`config.mk`:
```
export PLATFORM = sky130hd
export DESIGN_NAME = tespar_epoch_synth_flat
export DESIGN_NICKNAME = d
export VERILOG_FILES = /design/src/rtl/tespar_pkg.sv /design/src/rtl/tespar_epoch_synth_if.sv /design/src/rtl/tespar_desc_fifo.sv /design/src/rtl/tespar_epoch_synth.sv /design/src/flat_wrapper.sv
export SDC_FILE = /design/constraint.sdc
export NUM_CORES = 1
export LEC_CHECK = 0
export BUFFER_PORTS_ARGS = -buffer_cell sky130_fd_sc_hd__buf_2
export CAP_MARGIN = 20
export CORE_ASPECT_RATIO = 1.5
export CORE_MARGIN = 5
export CORE_UTILIZATION = 44
export CTS_BUF_LIST = sky130_fd_sc_hd__clkbuf_16
export CTS_CLUSTER_DIAMETER = 200
export CTS_CLUSTER_SIZE = 16
export DETAILED_ROUTE_END_ITERATION = 6
export PLACE_DENSITY_LB_ADDON = 0.15
export SLEW_MARGIN = 20
export SYNTH_ARGS = -nofsm -noshare
export SYNTH_HDL_FRONTEND = slang
export SYNTH_SLANG_ARGS = --single-unit
```
`constraint.sdc`:
```
create_clock -name clk -period 4 [get_ports clk]
set_input_delay 0.8 -clock clk [delete_from_list [all_inputs] [get_ports clk]]
set_output_delay 0.8 -clock clk [all_outputs]
set_load 0.005 [all_outputs]
```
`src/rtl/tespar_pkg.sv`:
```
// Shared types for the TESPAR epoch resynthesiser: default field widths,
// the epoch descriptor layout and the engine state encoding.
package tespar_pkg;

    localparam int TESPAR_D_WIDTH = 8;
    localparam int TESPAR_S_WIDTH = 3;

    // One coded epoch: duration in samples and number of local minima.
    typedef struct packed {
        logic [TESPAR_D_WIDTH-1:0] d;
        logic [TESPAR_S_WIDTH-1:0] s;
    } epoch_desc_t;

    typedef enum logic [1:0] {
        IDLE = 2'd0,
        LOAD = 2'd1,
        RUN  = 2'd2
    } synth_state_t;

endpackage

```
`src/rtl/tespar_epoch_synth_if.sv`:
```
// Epoch descriptor valid/ready channel feeding the resynthesiser.
import tespar_pkg::*;

interface tespar_epoch_synth_if #(
    parameter int D_WIDTH = TESPAR_D_WIDTH,
    parameter int S_WIDTH = TESPAR_S_WIDTH
) ();
    logic               epoch_valid;
    logic               epoch_ready;
    logic [D_WIDTH-1:0] epoch_d;
    logic [S_WIDTH-1:0] epoch_s;

    modport master (
        output epoch_valid,
        output epoch_d,
        output epoch_s,
        input  epoch_ready
    );

    modport slave (
        input  epoch_valid,
        input  epoch_d,
        input  epoch_s,
        output epoch_ready
    );
endinterface

```
`src/rtl/tespar_desc_fifo.sv`:
```
// Small synchronous descriptor FIFO with a registered occupancy count.
// Full/empty are decoded from the count so the producer-side ready
// never depends combinationally on the consumer.
module tespar_desc_fifo #(
    parameter int W     = 11,
    parameter int DEPTH = 4
) (
    input  logic                     clk,
    input  logic                     reset,
    input  logic                     push,
    input  logic [W-1:0]             din,
    input  logic                     pop,
    output logic [W-1:0]             dout,
    output logic                     full,
    output logic                     empty,
    output logic [$clog2(DEPTH):0]   level
);
    localparam int PW = $clog2(DEPTH);
    localparam int LW = PW + 1;

    logic [W-1:0]  mem [DEPTH];
    logic [PW-1:0] wr_ptr;
    logic [PW-1:0] rd_ptr;
    logic          push_ok;
    logic          pop_ok;

    assign full    = (level == LW'(DEPTH));
    assign empty   = (level == '0);
    assign push_ok = push && !full;
    assign pop_ok  = pop && !empty;
    assign dout    = mem[rd_ptr];

    // Storage array; contents are don't-care until written, pointers define validity.
    always_ff @(posedge clk) begin
        if (push_ok) begin
            mem[wr_ptr] <= din;
        end
    end

    // Pointer and occupancy bookkeeping; pointers wrap naturally (DEPTH is a power of 2).
    always_ff @(posedge clk or posedge reset) begin
        if (reset) begin
            wr_ptr <= '0;
            rd_ptr <= '0;
            level  <= '0;
        end else begin
            if (push_ok) begin
                wr_ptr <= wr_ptr + 1'b1;
            end
            if (pop_ok) begin
                rd_ptr <= rd_ptr + 1'b1;
            end
            case ({push_ok, pop_ok})
                2'b10:   level <= level + 1'b1;
                2'b01:   level <= level - 1'b1;
                default: level <= level;
            endcase
        end
    end
endmodule

```
`src/rtl/tespar_epoch_synth.sv`:
```
// TESPAR epoch resynthesiser: buffers (D, S) descriptors and regenerates a
// square-ish signed waveform, one sample per sample_tick. Each epoch is D
// samples of one polarity with S half-amplitude dips on its odd samples;
// polarity flips at every completed epoch.
import tespar_pkg::*;

module tespar_epoch_synth #(
    parameter int D_WIDTH    = TESPAR_D_WIDTH,
    parameter int S_WIDTH    = TESPAR_S_WIDTH,
    parameter int FIFO_DEPTH = 4,
    parameter int AMP        = 64
) (
    input  logic                          clk,
    input  logic                          reset,
    tespar_epoch_synth_if.slave           ep,
    input  logic                          sample_tick,
    output logic signed [7:0]             sample_out,
    output logic                          sample_valid,
    output logic                          underrun,
    output logic [$clog2(FIFO_DEPTH):0]   fifo_level
);
    localparam logic signed [7:0] AMP_FULL = 8'(AMP);
    localparam logic signed [7:0] AMP_HALF = 8'(AMP >> 1);

    synth_state_t       state;
    logic [D_WIDTH:0]   k;
    logic [D_WIDTH-1:0] cur_d;
    logic [S_WIDTH-1:0] cur_s;
    logic               pol_neg;

    epoch_desc_t        din;
    epoch_desc_t        head;
    logic               fifo_full;
    logic               fifo_empty;
    logic               pop;
    logic [D_WIDTH:0]   twice_s;
    logic [D_WIDTH:0]   k_last;
    logic               is_last;

    // A zero duration still produces one sample.
    function automatic logic [D_WIDTH-1:0] d_eff(input logic [D_WIDTH-1:0] d);
        return (d == '0) ? D_WIDTH'(1) : d;
    endfunction

    // Dips sit on odd samples below 2*S; polarity applies the sign.
    function automatic logic signed [7:0] shape_sample(
        input logic [D_WIDTH:0] kk,
        input logic [D_WIDTH:0] two_s,
        input logic             neg
    );
        logic signed [7:0] mag;
        mag = (kk[0] && (kk < two_s)) ? AMP_HALF : AMP_FULL;
        return neg ? -mag : mag;
    endfunction

    assign din.d          = ep.epoch_d;
    assign din.s          = ep.epoch_s;
    assign ep.epoch_ready = !fifo_full;

    tespar_desc_fifo #(
        .W     ($bits(epoch_desc_t)),
        .DEPTH (FIFO_DEPTH)
    ) u_fifo (
        .clk   (clk),
        .reset (reset),
        .push  (ep.epoch_valid),
        .din   (din),
        .pop   (pop),
        .dout  (head),
        .full  (fifo_full),
        .empty (fifo_empty),
        .level (fifo_level)
    );

    // Decode the dip limit, end-of-epoch and when the engine takes the FIFO head.
    always_comb begin
        twice_s              = '0;
        twice_s[S_WIDTH:0]   = {cur_s, 1'b0};
        k_last               = {1'b0, cur_d} - (D_WIDTH + 1)'(1);
        is_last              = (k == k_last);
        pop                  = 1'b0;
        if (state == LOAD) begin
            pop = 1'b1;
        end else if (state == RUN && sample_tick && is_last && !fifo_empty) begin
            pop = 1'b1;
        end
    end

    // Engine FSM with registered sample outputs.
    always_ff @(posedge clk or posedge reset) begin
        if (reset) begin
            state        <= IDLE;
            k            <= '0;
            cur_d        <= D_WIDTH'(1);
            cur_s        <= '0;
            pol_neg      <= 1'b0;
            sample_out   <= '0;
            sample_valid <= 1'b0;
            underrun     <= 1'b0;
        end else begin
            sample_valid <= sample_tick;
            underrun     <= 1'b0;
            case (state)
                IDLE: begin
                    if (sample_tick) begin
                        sample_out <= '0;
                        underrun   <= 1'b1;
                    end
                    if (!fifo_empty) begin
                        state <= LOAD;
                    end
                end
                LOAD: begin
                    if (sample_tick) begin
                        sample_out <= '0;
                        underrun   <= 1'b1;
                    end
                    cur_d <= d_eff(head.d);
                    cur_s <= head.s;
                    k     <= '0;
                    state <= RUN;
                end
                RUN: begin
                    if (sample_tick) begin
                        sample_out <= shape_sample(k, twice_s, pol_neg);
                        if (is_last) begin
                            pol_neg <= ~pol_neg;
                            if (!fifo_empty) begin
                                cur_d <= d_eff(head.d);
                                cur_s <= head.s;
                                k     <= '0;
                            end else begin
                                state <= IDLE;
                            end
                        end else begin
                            k <= k + 1'b1;
                        end
                    end
                end
                default: state <= IDLE;
            endcase
        end
    end
endmodule

```
`src/flat_wrapper.sv`:
```
// flat-port wrapper written by rule: the top's interface ports become plain ports
module tespar_epoch_synth_flat 
#(
    parameter int D_WIDTH    = TESPAR_D_WIDTH,
    parameter int S_WIDTH    = TESPAR_S_WIDTH,
    parameter int FIFO_DEPTH = 4,
    parameter int AMP        = 64
)
  (clk, reset, sample_tick, sample_out, sample_valid, underrun, fifo_level, ep_epoch_valid, ep_epoch_d, ep_epoch_s, ep_epoch_ready);
  tespar_epoch_synth_if #(.D_WIDTH(D_WIDTH), .S_WIDTH(S_WIDTH)) ep_i ();
  input  logic clk;
  input  logic reset;
  input  logic sample_tick;
  output logic signed [7:0] sample_out;
  output logic sample_valid;
  output logic underrun;
  output logic [$clog2(FIFO_DEPTH):0] fifo_level;
  input wire logic [$bits(ep_i.epoch_valid)-1:0] ep_epoch_valid;
  input wire logic [$bits(ep_i.epoch_d)-1:0] ep_epoch_d;
  input wire logic [$bits(ep_i.epoch_s)-1:0] ep_epoch_s;
  output wire logic [$bits(ep_i.epoch_ready)-1:0] ep_epoch_ready;
  assign ep_i.epoch_valid = ep_epoch_valid;
  assign ep_i.epoch_d = ep_epoch_d;
  assign ep_i.epoch_s = ep_epoch_s;
  assign ep_epoch_ready = ep_i.epoch_ready;
  tespar_epoch_synth #(.D_WIDTH(D_WIDTH), .S_WIDTH(S_WIDTH), .FIFO_DEPTH(FIFO_DEPTH), .AMP(AMP)) u_core (.clk(clk), .reset(reset), .ep(ep_i), .sample_tick(sample_tick), .sample_out(sample_out), .sample_valid(sample_valid), .underrun(underrun), .fifo_level(fifo_level));
endmodule
```
* Word-level counts from Yosys, hierarchy flattened
Memories as Yosys holds them, arrays and structs flattened.
Cells that the tools add are included.
** Word-level totals
- Bits in registers :: 40
- Memory bits (writable) :: 44
- Input bits :: 15
- Output and inout bits :: 14
- Word-level logic and storage cells :: 84
- Memories :: 1
** Cells by class
- $add $sub $neg :: 7
- $lt $le $gt $ge :: 1
- Eq/ne operators :: 13
- Muxes and demuxes :: 30
- Bitwise logic cells :: 1
- Reductions and logical operators :: 20
** Memories
- u_core.u_fifo.mem :: words 4, bits a word 11, read ports 1, clocked after memory_dff 0, wr ports 1, line tespar_desc_fifo.sv:21 : logic [W-1:0] mem [DEPTH];
** Operators with widths (count)
- 2-to-1 mux 8 bit :: 7
- case mux 8 bit (2 select lines) :: 2
- 2-to-1 mux 9 bit :: 3
- case mux 9 bit (2 select lines) :: 1
- case mux 3 bit (2 select lines) :: 2
- adder 9 x 1 -> 9 bit, second input constant :: 1
- equality test 9 bit :: 1
- < comparator 9 x 4 -> 1 bit :: 1
- 2-to-1 mux 3 bit :: 3
- AND reduction 3 bit :: 3
- subtractor 8 x 1 -> 9 bit, second input constant :: 1
- logical NOT 8 bit :: 1
- 2-to-1 mux 2 bit :: 4
- negation 8 bit :: 1
- AND reduction 4 bit :: 2
- 2-to-1 mux 7 bit :: 1
- logical AND 1 bit :: 6
- 2-to-1 mux 1 bit :: 6
- inequality test 2 x 1 -> 1 bit, second input constant :: 3
- inequality test 2 bit, second input constant :: 3
- case mux 2 bit (3 select lines) :: 1
- nonzero test 2 bit :: 3
- adder 2 x 1 -> 2 bit, second input constant :: 2
- equality test 2 x 1 -> 1 bit, second input constant :: 2
- other kinds (10) :: 12

* Logic depth before layout (Yosys ltp)
Gate-level depths: netlist of the first run.
- Word-level depth :: 9
- Gate-level depth with buffers :: 15
- Gate-level depth less buffers :: 14

* By module
From an unflattened synthesis of the first run, not the netlist that was laid out.
** Second synthesis, totals
- Cell total of the unflattened synthesis :: 272
- Area total of the unflattened synthesis :: 3753.6 sq um
** Modules (own cells, without submodules)
- tespar_desc_fifo :: times used 1, cells each 95, area each 2035.7 sq um, seq. area each 1496.4 sq um
- tespar_epoch_synth :: times used 1, cells each 177, area each 1717.9 sq um, seq. area each 701.9 sq um

* Worst setup path after synthesis of the first run
No wires, ideal clock.
- Path kind :: register to register
- Start point :: register u_core.cur_d[0]
- End point :: register u_core.u_fifo.level[2]
- Library setup time :: 0.079 ns
- Arrival time :: 3.488 ns
- Required time :: 3.921 ns
- Path slack :: 0.432 ns
- Stages on the path, launching flop included :: 16
- Path buffers :: 1
- Clock period less this slack :: 3.568 ns
- Path through :: dfstp_2 buf_2 inv_1 ha_1 or3b_1 a2111o_1 nand3_1 o2111ai_4 nor3_1 o21a_1 ha_1 inv_1 fa_1 xor2_1 nor2_1 xor2_1
** Between the ends
- Cells in the longest elaborated chain, start to end :: 9
- Elaborated cells between the ends (all ways) :: 11
- Classes of those cells :: add/sub (1); eq/ne (3); mux (3); reduce/logical (4)
** Ends and longest elaborated chain
- start: declaration :: line tespar_epoch_synth.sv:27 : logic [D_WIDTH-1:0] cur_d;
- start signal: assignment :: line tespar_epoch_synth.sv:118 : cur_d <= d_eff(head.d);
- start signal: assignment :: line tespar_epoch_synth.sv:129 : cur_d <= d_eff(head.d);
- subtractor 8 x 1 -> 9 bit * :: line tespar_epoch_synth.sv:79 : k_last = {1'b0, cur_d} - (D_WIDTH + 1)'(1);
- equality test 9 bit * :: line tespar_epoch_synth.sv:80 : is_last = (k == k_last);
- logical AND 1 bit * (2 in series) :: line tespar_epoch_synth.sv:84 : end else if (state == RUN && sample_tick && is_last && !fifo_empty) begin
- 2-to-1 mux 1 bit * :: line tespar_epoch_synth.sv:84
- 2-to-1 mux 1 bit * :: line tespar_epoch_synth.sv:82 : if (state == LOAD) begin
- logical AND 1 bit * :: line tespar_desc_fifo.sv:30 : assign pop_ok = pop && !empty;
- named net u_core.u_fifo.pop_ok :: line tespar_desc_fifo.sv:25 : logic pop_ok;
- equality test 2 x 1 -> 1 bit or equality test 2 bit (tied branches) :: line tespar_desc_fifo.sv:53 : case ({push_ok, pop_ok})
- case mux 3 bit (2 select lines) or nonzero test 2 bit (tied branches)
- end signal: assignment :: line tespar_desc_fifo.sv:54 : 2'b10: level <= level + 1'b1;
- end signal: assignment :: line tespar_desc_fifo.sv:55 : 2'b01: level <= level - 1'b1;
- end signal: assignment :: line tespar_desc_fifo.sv:56 : default: level <= level;
- end: declaration :: line tespar_desc_fifo.sv:16 : output logic [$clog2(DEPTH):0] level
The timed path passes the listed nets; every way through them passes the cells marked *.
A chain may end at the register's enable or synchronous reset.

* Final worst setup path of the first run
Ends and elaborated chain as after synthesis.

==> results.json, run 1 <==
{
  "outcome": "finished, final reports clean",
  "setup-tns-final_ns": 0,
  "via_count_of_the_first_global_routing_pass": 2327,
  "synth.top_cells.by_area": "edfxtp_1 (34%), dfrtp_1 (22%), mux4_2 (6.4%)",
  "unrepaired_setup_endpoints_after_global_routing": "false",
  "via_per_inst": 5.451,
  "setup-violations-final": 0,
  "placedCellCount": 416,
  "hold_violations": 0,
  "seq_power_share_pct": 40.4,
  "finClkSkew_ns": 0.003921,
  "layout-drive-gt1-share_pct": 21.12,
  "dr_total_vias": 2355,
  "synthMostInstantiatedCell": "edfxtp_1",
  "cts_hold_repair.buffers": 0,
  "routed_wl_um": 6946,
  "max_cap_violations": 0,
  "nets": 346,
  "internal_power_uw": 2107,
  "switchingPower_uw": 1125,
  "worst_ep_arrival_time_ns": 3.96,
  "synth_edf_count": 44,
  "postSynthCellCount": 288,
  "cts_htree_levels": 3,
  "ys.flop_type": "edfxtp_1",
  "tritoncts": "yes",
  "timing_max_transition_violations_final": 0,
  "endpoint_kind": "register",
  "yosys.area.top_type_share_pct": 34.23,
  "clock_tree_root_buffer_cell": "clkbuf_16",
  "post_layout_nonfiller_instances": 432,
  "nFillCells": 809,
  "max_freq_ghz": 0.2696,
  "ys_ff_latch": 79,
  "tightestPinTransition_ns": 0.6388,
  "design.die.area_mm2": 0.01078,
  "gp_congestion": 0.7334,
  "port_buffers": 23,
  "r2r_setup_slack_ns": 0.29,
  "antenna_violating_nets_post_route": 0,
  "total_half_perimeter_wirelength_after_legalization_and_detailed_placement_um": 5053,
  "total_leakage_power_uw": 0.001653,
  "floorplan.die.height_um": 124.7,
  "finalWorstPathRequiredPeriod_ns": 3.709,
  "tritoncts_num_sinks": 79,
  "cts_inserted_buffers": 9,
  "cp-start-kind": "register",
  "grt_use_total_pct": 14.16,
  "async_reset_ff_share_pct": 44.30,
  "crit-reg2reg-launch": "u_core.cur_d[0]",
  "antenna-diode-count": 0,
  "grt_pass1_wl_um": 11660,
  "detail_route.first_pass.iterations": 4,
  "average_detailed_routed_wire_length_per_instance_um": 16.08,
  "reg2regPathDepth": 14,
  "worst_ir_drop_vdd_uv": 474.4,
  "netSwitchingFraction_pct": 34.80,
  "postCtsSetupRepairBufs": 0,
  "areaGrowthSynthToFinish_pct": 13.03,
  "yosysWarningCount": 0,
  "number_of_antenna_violations_at_the_first_check_in_global_routing": 0,
  "p_per_area_mw_per_mm2": 740.7,
  "critical_path.max_fanout": 9,
  "floorplan.initialDensity_pct": 44.25,
  "critPathLaunch": "u_core.cur_d[0]",
  "clkSlewWorstSetupHoldPaths_ns": 0.06,
  "gr-total-overflow": 0,
  "core_mm2": 0.008723,
  "critical_path.endpoint": "u_core.u_fifo.level[2]",
  "i_o_pin_count": 29,
  "slew_headroom_pct": 57.41,
  "synth_commonest_cells": "edfxtp_1 (44), dfrtp_1 (34), inv_1 (20), nand2_1 (20), o21ai_0 (18)",
  "timing.critical_path.required_ns": 4.25,
  "grt_start_max_net_pins": 36,
  "dr.first_iter.drc_count": 84,
  "synth_cell_types": 54,
  "cell_accounting_for_the_most_synthesized_area": "edfxtp_1",
  "holdCritPathClass": "reg -> reg",
  "core.rowCount": 42,
  "fp.dieW_um": 86.48,
  "power.share.clock_pct": 24.3,
  "post_cts_resized": 0,
  "ys_seq_area_share_pct": 56.95,
  "worstSkewPairLatency_ns": 0.33,
  "syn_area_mm2": 0.003860,
  "route.detailed.drc": 0,
  "p_comb_share_pct": 35.3,
  "synth.avg_cell_area_um2": 13.40,
  "ctsLongestPathBuffers": 2,
  "rr_endpoint": "u_core.u_fifo.level[2]",
  "startpoint_to_endpoint_class_of_the_critical_path": "reg -> reg",
  "final_cycle_share_pct": 92.73
}
-- flip-flops by register name, indices dropped and copies added, names as in the netlist --
register / count
u_core.k: 9
u_core.u_fifo.wr_ptr: 2
u_core.u_fifo.mem: 44
u_core.pol_neg: 1
u_core.sample_out: 3
u_core.sample_valid: 1
u_core.state: 2
u_core.underrun: 1
u_core.cur_s: 3
u_core.cur_d: 8
u_core.u_fifo.level: 3
u_core.u_fifo.rd_ptr: 2
-- cell usage in the layout, fill, tap and decap left out, drive strengths merged, types with 8 or more instances in the layout --
cell type | synthesis | final
a21oi | 8 | 8
buf | 10 | 28
clkbuf | 4 | 9
dfrtp | 34 | 34
edfxtp | 44 | 44
ha | 13 | 13
inv | 20 | 21
mux2 | 8 | 8
mux4 | 11 | 11
nand2 | 20 | 20
o21ai | 22 | 22
or3 | 9 | 9
xnor2 | 9 | 9
-- metrics by stage --
stage	power (µW)	hold WS [ns]	utilization [%]	setup slack [ns]	cell area [µm²]
floorplan	2185	0.4644	-	0.4323	3875
global placement	2469	0.4823	46.69	0.3943	4073
detailed placement	2489	0.4956	46.69	0.2708	4073
CTS	3293	0.5087	50.01	0.2566	4363
global route	3465	0.5352	50.01	0.02000	4363
finish	3232	0.5023	50.01	0.2907	4363
-- layer usage --
metal | part of all wire [%] | routed length [µm] | vias to the layer above | GRT usage (%)
met5 | 0 | 0 | - | 0
met3 | 2.8 | 194 | 11 | 4.169
met1 | 41 | 2881 | 1181 | 16.96
li1 | - | - | 1132 | -
met4 | 2.1 | 149 | 0 | 6.881
met2 | 54 | 3721 | 31 | 22.90
-- final cells by class --
type	count	area [µm²]	area share, %
Clock buffer	9	225.2	5.162
Inverter	20	75.07	1.721
Multi-Input combinational cell	179	1509	34.59
Sequential cell	79	2198	50.39
Tap cell	110	137.6	3.155
Timing Repair Buffer	28	152.6	3.499
Clock inverter	7	65.06	1.491
-- logic make-up after synthesis --
group	after synthesis	share of synthesized area, %
and+or+nand+nor	72	10.86
adders and majority gates	14	4.733
buffers and inverters	34	4.343
DFF	79	56.95
other	1	0.09715
xor gates and xnor gates	16	3.631
muxes	20	9.011
AOI/OAI and AO/OA	52	10.37
-- critical path, stage by stage (launching register included) --
cell and delay, ns:
dfstp_2 0.60, inv_1 0.08, ha_1 0.30, or3b_1 0.38, a2111o_1 0.41, nand3_1 0.14
o2111ai_4 0.18, nor3_1 0.31, o21a_1 0.20, ha_1 0.19, inv_1 0.06, fa_1 0.37
xor2_1 0.15, nor2_1 0.11, xor2_1 0.16
-- power by group through the flow --
stage | combinational, µW | sequential (µW) | clock (µW)
floorplan | 952 | 1230 | 0
global placement | 1150 | 1320 | 0
detailed placement | 1160 | 1330 | 0
CTS | 1170 | 1310 | 814
global route | 1270 | 1340 | 851
finish | 1140 | 1310 | 785
-- how the worst min path moves through the flow --
stage / startpoint / to / slack (ns) / cells past startpoint
after floorplan: u_core.pol_neg / u_core.pol_neg / 0.46 / 1
after global placement: u_core.sample_out[7] / u_core.sample_out[7] / 0.48 / 2
after detailed placement: u_core.sample_out[7] / u_core.sample_out[7] / 0.50 / 2
after CTS: u_core.pol_neg / u_core.pol_neg / 0.51 / 1
after global routing: u_core.pol_neg / u_core.pol_neg / 0.54 / 1
final: u_core.pol_neg / u_core.pol_neg / 0.50 / 1
No activity file was read; power rests on OpenSTA's default activity.
==> inputs of run 2 (changes only) <==
--- a/config.mk
+++ b/config.mk
@@ -5,6 +5,7 @@
 export SDC_FILE = /design/constraint.sdc
 export NUM_CORES = 1
 export LEC_CHECK = 0
+export ABC_AREA = 1
 export BUFFER_PORTS_ARGS = -buffer_cell sky130_fd_sc_hd__buf_2
 export CAP_MARGIN = 20
 export CORE_ASPECT_RATIO = 1.5
==> run 2 against run 1 <==
Via count up 28%; largest cell class unchanged; design area up 6.5%; sequential share of layout area down 3.1 points; utilization up 0.18 points; critical endpoint unchanged; critical path type unchanged.
==> results.json, run 2 <==
{
  "dpl_cell_area_mm2": 0.004369,
  "floorplan.initialDensity_pct": 44.94,
  "number_of_flip_flops_under_the_largest_register_name": 44,
  "setup-violations-final": 0,
  "crit_path_cell_trace": "inv_2 > ha_1 > nand2_1 > nand2_1 > nand2_1 > nand2_1 > nor2_1 > nand2_1 > nor3_1 > nand3_1 > nand2_1 > nand2_1 > inv_1 > ha_1 > inv_1 > fa_1 > a21oi_1 > o21ai_0 > xnor2_1",
  "synth.avg_cell_area_um2": 8.849,
  "synthMostInstantiatedCell": "nand2_1",
  "ctsLongestPathBuffers": 2,
  "critPathSlowestCell": "dfstp_2",
  "ys_ff_latch": 79,
  "tightestPinTransition_ns": 0.7467,
  "worst-path-buf-inv": 3,
  "postCtsSetupRepairBufs": 0,
  "ys_seq_area_share_pct": 52.86,
  "hold_violations": 0,
  "grt_start_max_net_pins": 32,
  "worst_ir_drop_vdd_uv": 332.1,
  "worst_ep_arrival_time_ns": 3.27,
  "max_cap_violations": 0,
  "finalPower_uw": 3429,
  "grt_use_total_pct": 15.80,
  "ys.flop_type": "edfxtp_1",
  "total_half_perimeter_wirelength_after_legalization_and_detailed_placement_um": 5962,
  "average_detailed_routed_wire_length_per_instance_um": 13.39,
  "final_cell_mix": "nand2_1 (129), inv_1 (51), edfxtp_1 (44), nand3_1 (43), nor2_1 (36)",
  "max_flop_register": "u_core.u_fifo.mem",
  "port_buffers": 23,
  "critical_path.max_fanout": 6,
  "cp_common_cell": "nand2_1",
  "cts_hold_repair.buffers": 0,
  "worst_path_dominant_cell_family": "simple AND/OR/NAND/NOR gates",
  "post_cts_resized": 0,
  "design.die.area_mm2": 0.01154,
  "finClkSkew_ns": 0.007257,
  "setup-tns-final_ns": 0,
  "layout-drive-gt1-share_pct": 12.80,
  "postSynthCellCount": 470,
  "nFillCells": 864,
  "yosysWarningCount": 0,
  "holdWs_ns": 0.4784,
  "postLayoutCellArea_mm2": 0.004644,
  "nets": 524,
  "synth_edf_count": 44,
  "route.detailed.drc": 0,
  "gp_congestion": 0.8641,
  "total_leakage_power_uw": 0.002148,
  "routed_wl_um": 8194,
  "p_per_area_mw_per_mm2": 738.4,
  "unrepaired_setup_endpoints_after_global_routing": "false",
  "timing.critical_path.required_ns": 4.21,
  "cell_accounting_for_the_most_synthesized_area": "edfxtp_1",
  "outcome": "finished, final reports clean",
  "tritoncts": "yes",
  "biggestRegsByFlops": "u_core.u_fifo.mem: 44 flops, u_core.k: 9 flops, u_core.cur_d: 8 flops",
  "clkSlewWorstSetupHoldPaths_ns": 0.06,
  "async_reset_ff_share_pct": 44.30,
  "core_mm2": 0.009254,
  "slowest_delay_ns": 0.57,
  "final_critical_path_setup_slack_ns": 0.9429,
  "synth_cell_types": 38,
  "holdCritPathClass": "reg -> reg",
  "grt_pass1_wl_um": 13970,
  "tritoncts_num_sinks": 79,
  "final_cycle_share_pct": 76.43,
  "i_o_pin_count": 29,
  "slew_headroom_pct": 50.22,
  "areaGrowthSynthToFinish_pct": 11.67,
  "timing_max_transition_violations_final": 0,
  "cts_htree_levels": 3,
  "finalWorstPathRequiredPeriod_ns": 3.057,
  "dr_total_vias": 3024,
  "synth.top_cells.by_area": "edfxtp_1 (32%), dfrtp_1 (20%), nand2_1 (12%)",
  "gr-total-overflow": 0,
  "cp-start-kind": "register",
  "fp.dieW_um": 89.38,
  "yosys.area.top_type_share_pct": 31.77,
  "syn_area_mm2": 0.004159,
  "floorplan.die.height_um": 129.1,
  "clock_tree_root_buffer_cell": "clkbuf_16",
  "cts_inserted_buffers": 9,
  "via_per_inst": 4.941,
  "via_count_of_the_first_global_routing_pass": 2963,
  "number_of_antenna_violations_at_the_first_check_in_global_routing": 0,
  "layout_commonest_cell": "nand2_1",
  "dr.first_iter.drc_count": 140,
  "core.rowCount": 43,
  "max_freq_ghz": 0.3271,
  "dpl_worst_slack_ns": 0.9281,
  "antenna_violating_nets_post_route": 0,
  "antenna-diode-count": 0,
  "detail_route.first_pass.iterations": 4,
  "startpoint_to_endpoint_class_of_the_critical_path": "reg -> reg",
  "worstSkewPairLatency_ns": 0.33,
  "endpoint_kind": "register",
  "synth_commonest_cells": "nand2_1 (129), inv_1 (51), edfxtp_1 (44), nand3_1 (43), nor2_1 (37)"
}
[run 2: cell count changes after synthesis, sizes merged, moves of 8 or more]
cell    previous run  this run
nand2             20       137
nand3              6        44
nor2               4        41
inv               20        55
mux4              11         0
or3                9         0
mux2               8         0
nand3b             0         8
[run 2: cell families after synthesis]
group                      synth area share (%)
AOI/OAI and AO/OA                         5.205
xor gates and xnor gates                  4.001
adders and majority gates                 4.392
buffers and inverters                     7.671
DFF                                       52.86
other                                   0.09017
and+or+nand+nor                           25.78
[run 2: routing by layer]
metal	vias up	share of wire, %	GRT usage, %
met5	-	0	0
met2	34	55	28.01
li1	1565	-	-
met4	0	2.4	7.011
met3	13	2.7	3.308
met1	1412	40	17.88
[run 2: cell type report]
type / instances / area, µm² / share of cell area [%]
flip-flops and latches: 79 / 2198 / 47.33
multi-input cells: 320 / 1659 / 35.72
clock buffers: 9 / 225.2 / 4.849
inverters: 56 / 210.2 / 4.526
repair buffers: 29 / 163.9 / 3.529
well taps: 112 / 140.1 / 3.017
clock inverters: 7 / 47.55 / 1.024
[run 2: where the power goes]
part	switching [µW]	leakage, µW	internal (µW)	total, µW
combinational	940	0.00117	498	1440
clock	323	0.000129	419	742
sequential	161	0.000850	1090	1250
total	1420	0.00215	2010	3430
[run 2: path summary, 6_finish.rpt]
check / startpoint / endpoint / slack (ns) / cells past startpoint
setup reg to reg: u_core.cur_d[0] / u_core.u_fifo.level[2] / 0.94 / 19
hold reg to reg: u_core.cur_s[0] / u_core.cur_s[0] / 0.48 / 2
min in group asynchronous: reset / u_core.state[1] / 0.56 / 2
max in group asynchronous: reset / u_core.cur_d[0] / 2.67 / 3
hold / removal: u_core.cur_s[0] / u_core.cur_s[0] / 0.48 / 2
setup / recovery: u_core.cur_d[0] / u_core.u_fifo.level[2] / 0.94 / 19
[run 2: per-stage QoR]
step	cells	utilization, %
floorplan	474	-
finish	612	50.19
global placement	595	47.09
detailed placement	596	47.21
global route	612	50.19
CTS	612	50.16
[run 2: worst reg2reg max path, cell delays in order, from the launching register on]
cell and delay, ns:
dfstp_2 0.57, inv_2 0.07, ha_1 0.27, nand2_1 0.11, nand2_1 0.06, nand2_1 0.05, nand2_1 0.08, nor2_1 0.13
nand2_1 0.06, nor3_1 0.14, nand3_1 0.16, nand2_1 0.13, nand2_1 0.09, inv_1 0.07, ha_1 0.13, inv_1 0.07
fa_1 0.37, a21oi_1 0.14, o21ai_0 0.11, xnor2_1 0.14
==> inputs of run 3 (changes only) <==
==> constraint.sdc (replaced) <==
create_clock -name clk -period 2.95 [get_ports clk]
set_input_delay 0.59 -clock clk [delete_from_list [all_inputs] [get_ports clk]]
set_output_delay 0.59 -clock clk [all_outputs]
set_load 0.005 [all_outputs]
==> run 3 against run 2 <==
Total power rose by 46%; hold slack got worse by 0.13 ns; clock power rose by 51%; cell count rose by 3.3%; register-to-register slack got worse by 0.74 ns; highest routed layer unchanged.
==> results.json, run 3 (same netlist as run 2, synthesis figures left out) <==
{
  "gr-total-overflow": 0,
  "tritoncts_num_sinks": 79,
  "global_route.usage.met1_pct": 17.63,
  "critPathLaunch": "u_core.cur_d[0]",
  "grt_start_max_net_pins": 36,
  "r2r_setup_slack_ns": 0.20,
  "worst_ep_arrival_time_ns": 2.97,
  "holdCritPathClass": "in -> async",
  "route.detailed.drc": 0,
  "netSwitchingFraction_pct": 40.64,
  "worst_ir_drop_vdd_uv": 542.1,
  "grt_pass1_wl_um": 14140,
  "areaGrowthSynthToFinish_pct": 17.30,
  "timing.critical_path.required_ns": 3.17,
  "switchingPower_uw": 2036,
  "hold_violations": 0,
  "gp_congestion": 0.9013,
  "internal_power_uw": 2974,
  "rr_endpoint": "u_core.u_fifo.level[2]",
  "tritoncts": "yes",
  "routed_wl_um": 8367,
  "timing_max_transition_violations_final": 0,
  "via_per_inst": 4.902,
  "global_route.peak_usage_layer": "met2",
  "critical_path.max_fanout": 3,
  "number_of_antenna_violations_at_the_first_check_in_global_routing": 0,
  "antenna-diode-count": 0,
  "average_detailed_routed_wire_length_per_instance_um": 13.24,
  "clock_tree_root_buffer_cell": "clkbuf_16",
  "groute.layer.met2.usage_pct": 29.48,
  "p_per_area_mw_per_mm2": 1027,
  "antenna_violating_nets_post_route": 0,
  "dpl_worst_slack_ns": -0.04290,
  "grt_use_total_pct": 16.06,
  "unrepaired_setup_endpoints_after_global_routing": "false",
  "seq_power_share_pct": 33.8,
  "slew_headroom_pct": 52.08,
  "floorplan.initialDensity_pct": 44.94,
  "power.share.clock_pct": 22.3,
  "p_comb_share_pct": 44.0,
  "max_freq_ghz": 0.3637,
  "cp-start-kind": "register",
  "finClkSkew_ns": 0.006872,
  "clkSlewWorstSetupHoldPaths_ns": 0.06,
  "finalWorstPathRequiredPeriod_ns": 2.749,
  "via_count_of_the_first_global_routing_pass": 3005,
  "final-seq-area_mm2": 0.002198,
  "outcome": "finished, final reports clean",
  "max_flop_register": "u_core.u_fifo.mem",
  "i_o_pin_count": 29,
  "core.rowCount": 43,
  "nFillCells": 884,
  "grt_use_met3_pct": 2.863,
  "fp.dieW_um": 89.38,
  "setup-violations-final": 0,
  "startpoint_to_endpoint_class_of_the_critical_path": "reg -> reg",
  "ctsLongestPathBuffers": 2,
  "worstSkewPairLatency_ns": 0.33,
  "core_mm2": 0.009254,
  "design.die.area_mm2": 0.01154,
  "final_cycle_share_pct": 93.20,
  "port_buffers": 23,
  "dr_total_vias": 3098,
  "number_of_flip_flops_under_the_largest_register_name": 44,
  "tightestPinTransition_ns": 0.7187,
  "nets": 544,
  "cts_hold_repair.buffers": 0,
  "cts_inserted_buffers": 9,
  "total_half_perimeter_wirelength_after_legalization_and_detailed_placement_um": 6067,
  "total_leakage_power_uw": 0.002265,
  "layout_commonest_cell": "nand2_1",
  "biggestRegsByFlops": "u_core.u_fifo.mem: 44 flops, u_core.k: 9 flops, u_core.cur_d: 8 flops",
  "endpoint_kind": "register",
  "max_cap_violations": 0,
  "final_cell_mix": "nand2_1 (125), inv_1 (48), edfxtp_1 (44), nand3_1 (42), nor2_1 (36)",
  "multi_input_comb_area_mm2": 0.001715,
  "finalPower_uw": 5010,
  "layout-drive-gt1-share_pct": 18.85,
  "dr.first_iter.drc_count": 127,
  "floorplan.die.height_um": 129.1,
  "detail_route.first_pass.iterations": 4,
  "cts_htree_levels": 3,
  "critical_path.endpoint": "u_core.u_fifo.level[2]",
  "final_critical_path_setup_slack_ns": 0.2007,
  "final_core_utilization_pct": 52.72,
  "crit-reg2reg-launch": "u_core.cur_d[0]",
  "reg2regPathDepth": 17
}
==> run 3: cell count changes in the layout (fill, tap and decap cells not counted), sizes merged <==
cell | before | now
clkinvlp | 2 | 1
buf | 29 | 49
clkinv | 5 | 3
inv | 56 | 58
bufinv | 0 | 1
==> run 3: worst min path at each step <==
stage	start	end	slack, ns	cells past startpoint
after floorplan	u_core.cur_s[0]	u_core.cur_s[0]	0.44	2
after global placement	u_core.sample_out[7]	u_core.sample_out[7]	0.46	2
after detailed placement	u_core.cur_s[0]	u_core.cur_s[0]	0.46	2
after CTS	reset	u_core.sample_out[7]	0.36	3
after global routing	reset	u_core.sample_out[6]	0.39	3
final	reset	u_core.sample_out[7]	0.35	3
==> run 3: power groups by stage <==
stage / Clock, µW / Combinational (µW) / Sequential, µW
floorplan: 0 / 1580 / 1640
global placement: 0 / 1980 / 1700
detailed placement: 0 / 2000 / 1710
CTS: 1140 / 2120 / 1690
global route: 1210 / 2510 / 1730
finish: 1120 / 2200 / 1690
==> run 3: cell type report <==
cell class | count | area share (%)
inverters | 56 | 4.309
well taps | 112 | 2.873
flip-flops and latches | 79 | 45.06
multi-input cells | 320 | 35.16
clock inverters | 7 | 1.616
clock buffers | 9 | 4.617
repair buffers | 49 | 6.361
==> run 3: through the flow <==
| step | area, µm² | cells | hold WS [ns] | setup TNS (ns) |
|---|---|---|---|---|
| final | 4878 | 632 | 0.3480 | 0 |
| after global routing | 4878 | 632 | 0.3909 | 0 |
| after CTS | 4815 | 630 | 0.3602 | 0 |
| after detailed placement | 4425 | 604 | 0.4621 | -0.04290 |
| after global placement | 4425 | 604 | 0.4570 | 0 |
| after floorplan | 4174 | 474 | 0.4364 | 0 |
==> run 3: layer usage <==
metal  vias to the layer above  wire length [µm]
met5                         -                 0
met4                         0               168
met3                        11               193
met2                        32              4689
met1                      1452              3316
li1                       1603                 -
==> run 3: critical path: stages, from the launching register on <==
cell	delay, ns
dfstp_2	0.54
inv_2	0.05
ha_4	0.25
xor2_1	0.13
nand2_1	0.12
nor2_4	0.10
nand2_1	0.07
nor3_2	0.17
nand3_2	0.12
nand2_2	0.10
nand2_2	0.07
inv_2	0.07
ha_4	0.12
inv_2	0.05
fa_2	0.36
a21oi_2	0.11
o21ai_1	0.08
xnor2_1	0.13
==> run 3: what timing repair did <==
item | in CTS | in global routing
pin swaps | 2 | 12
setup buffers | 10 | 3
hold endpoints to repair | 0 | 0
setup endpoints to repair | 1 | 4
gates resized for setup | 4 | 14
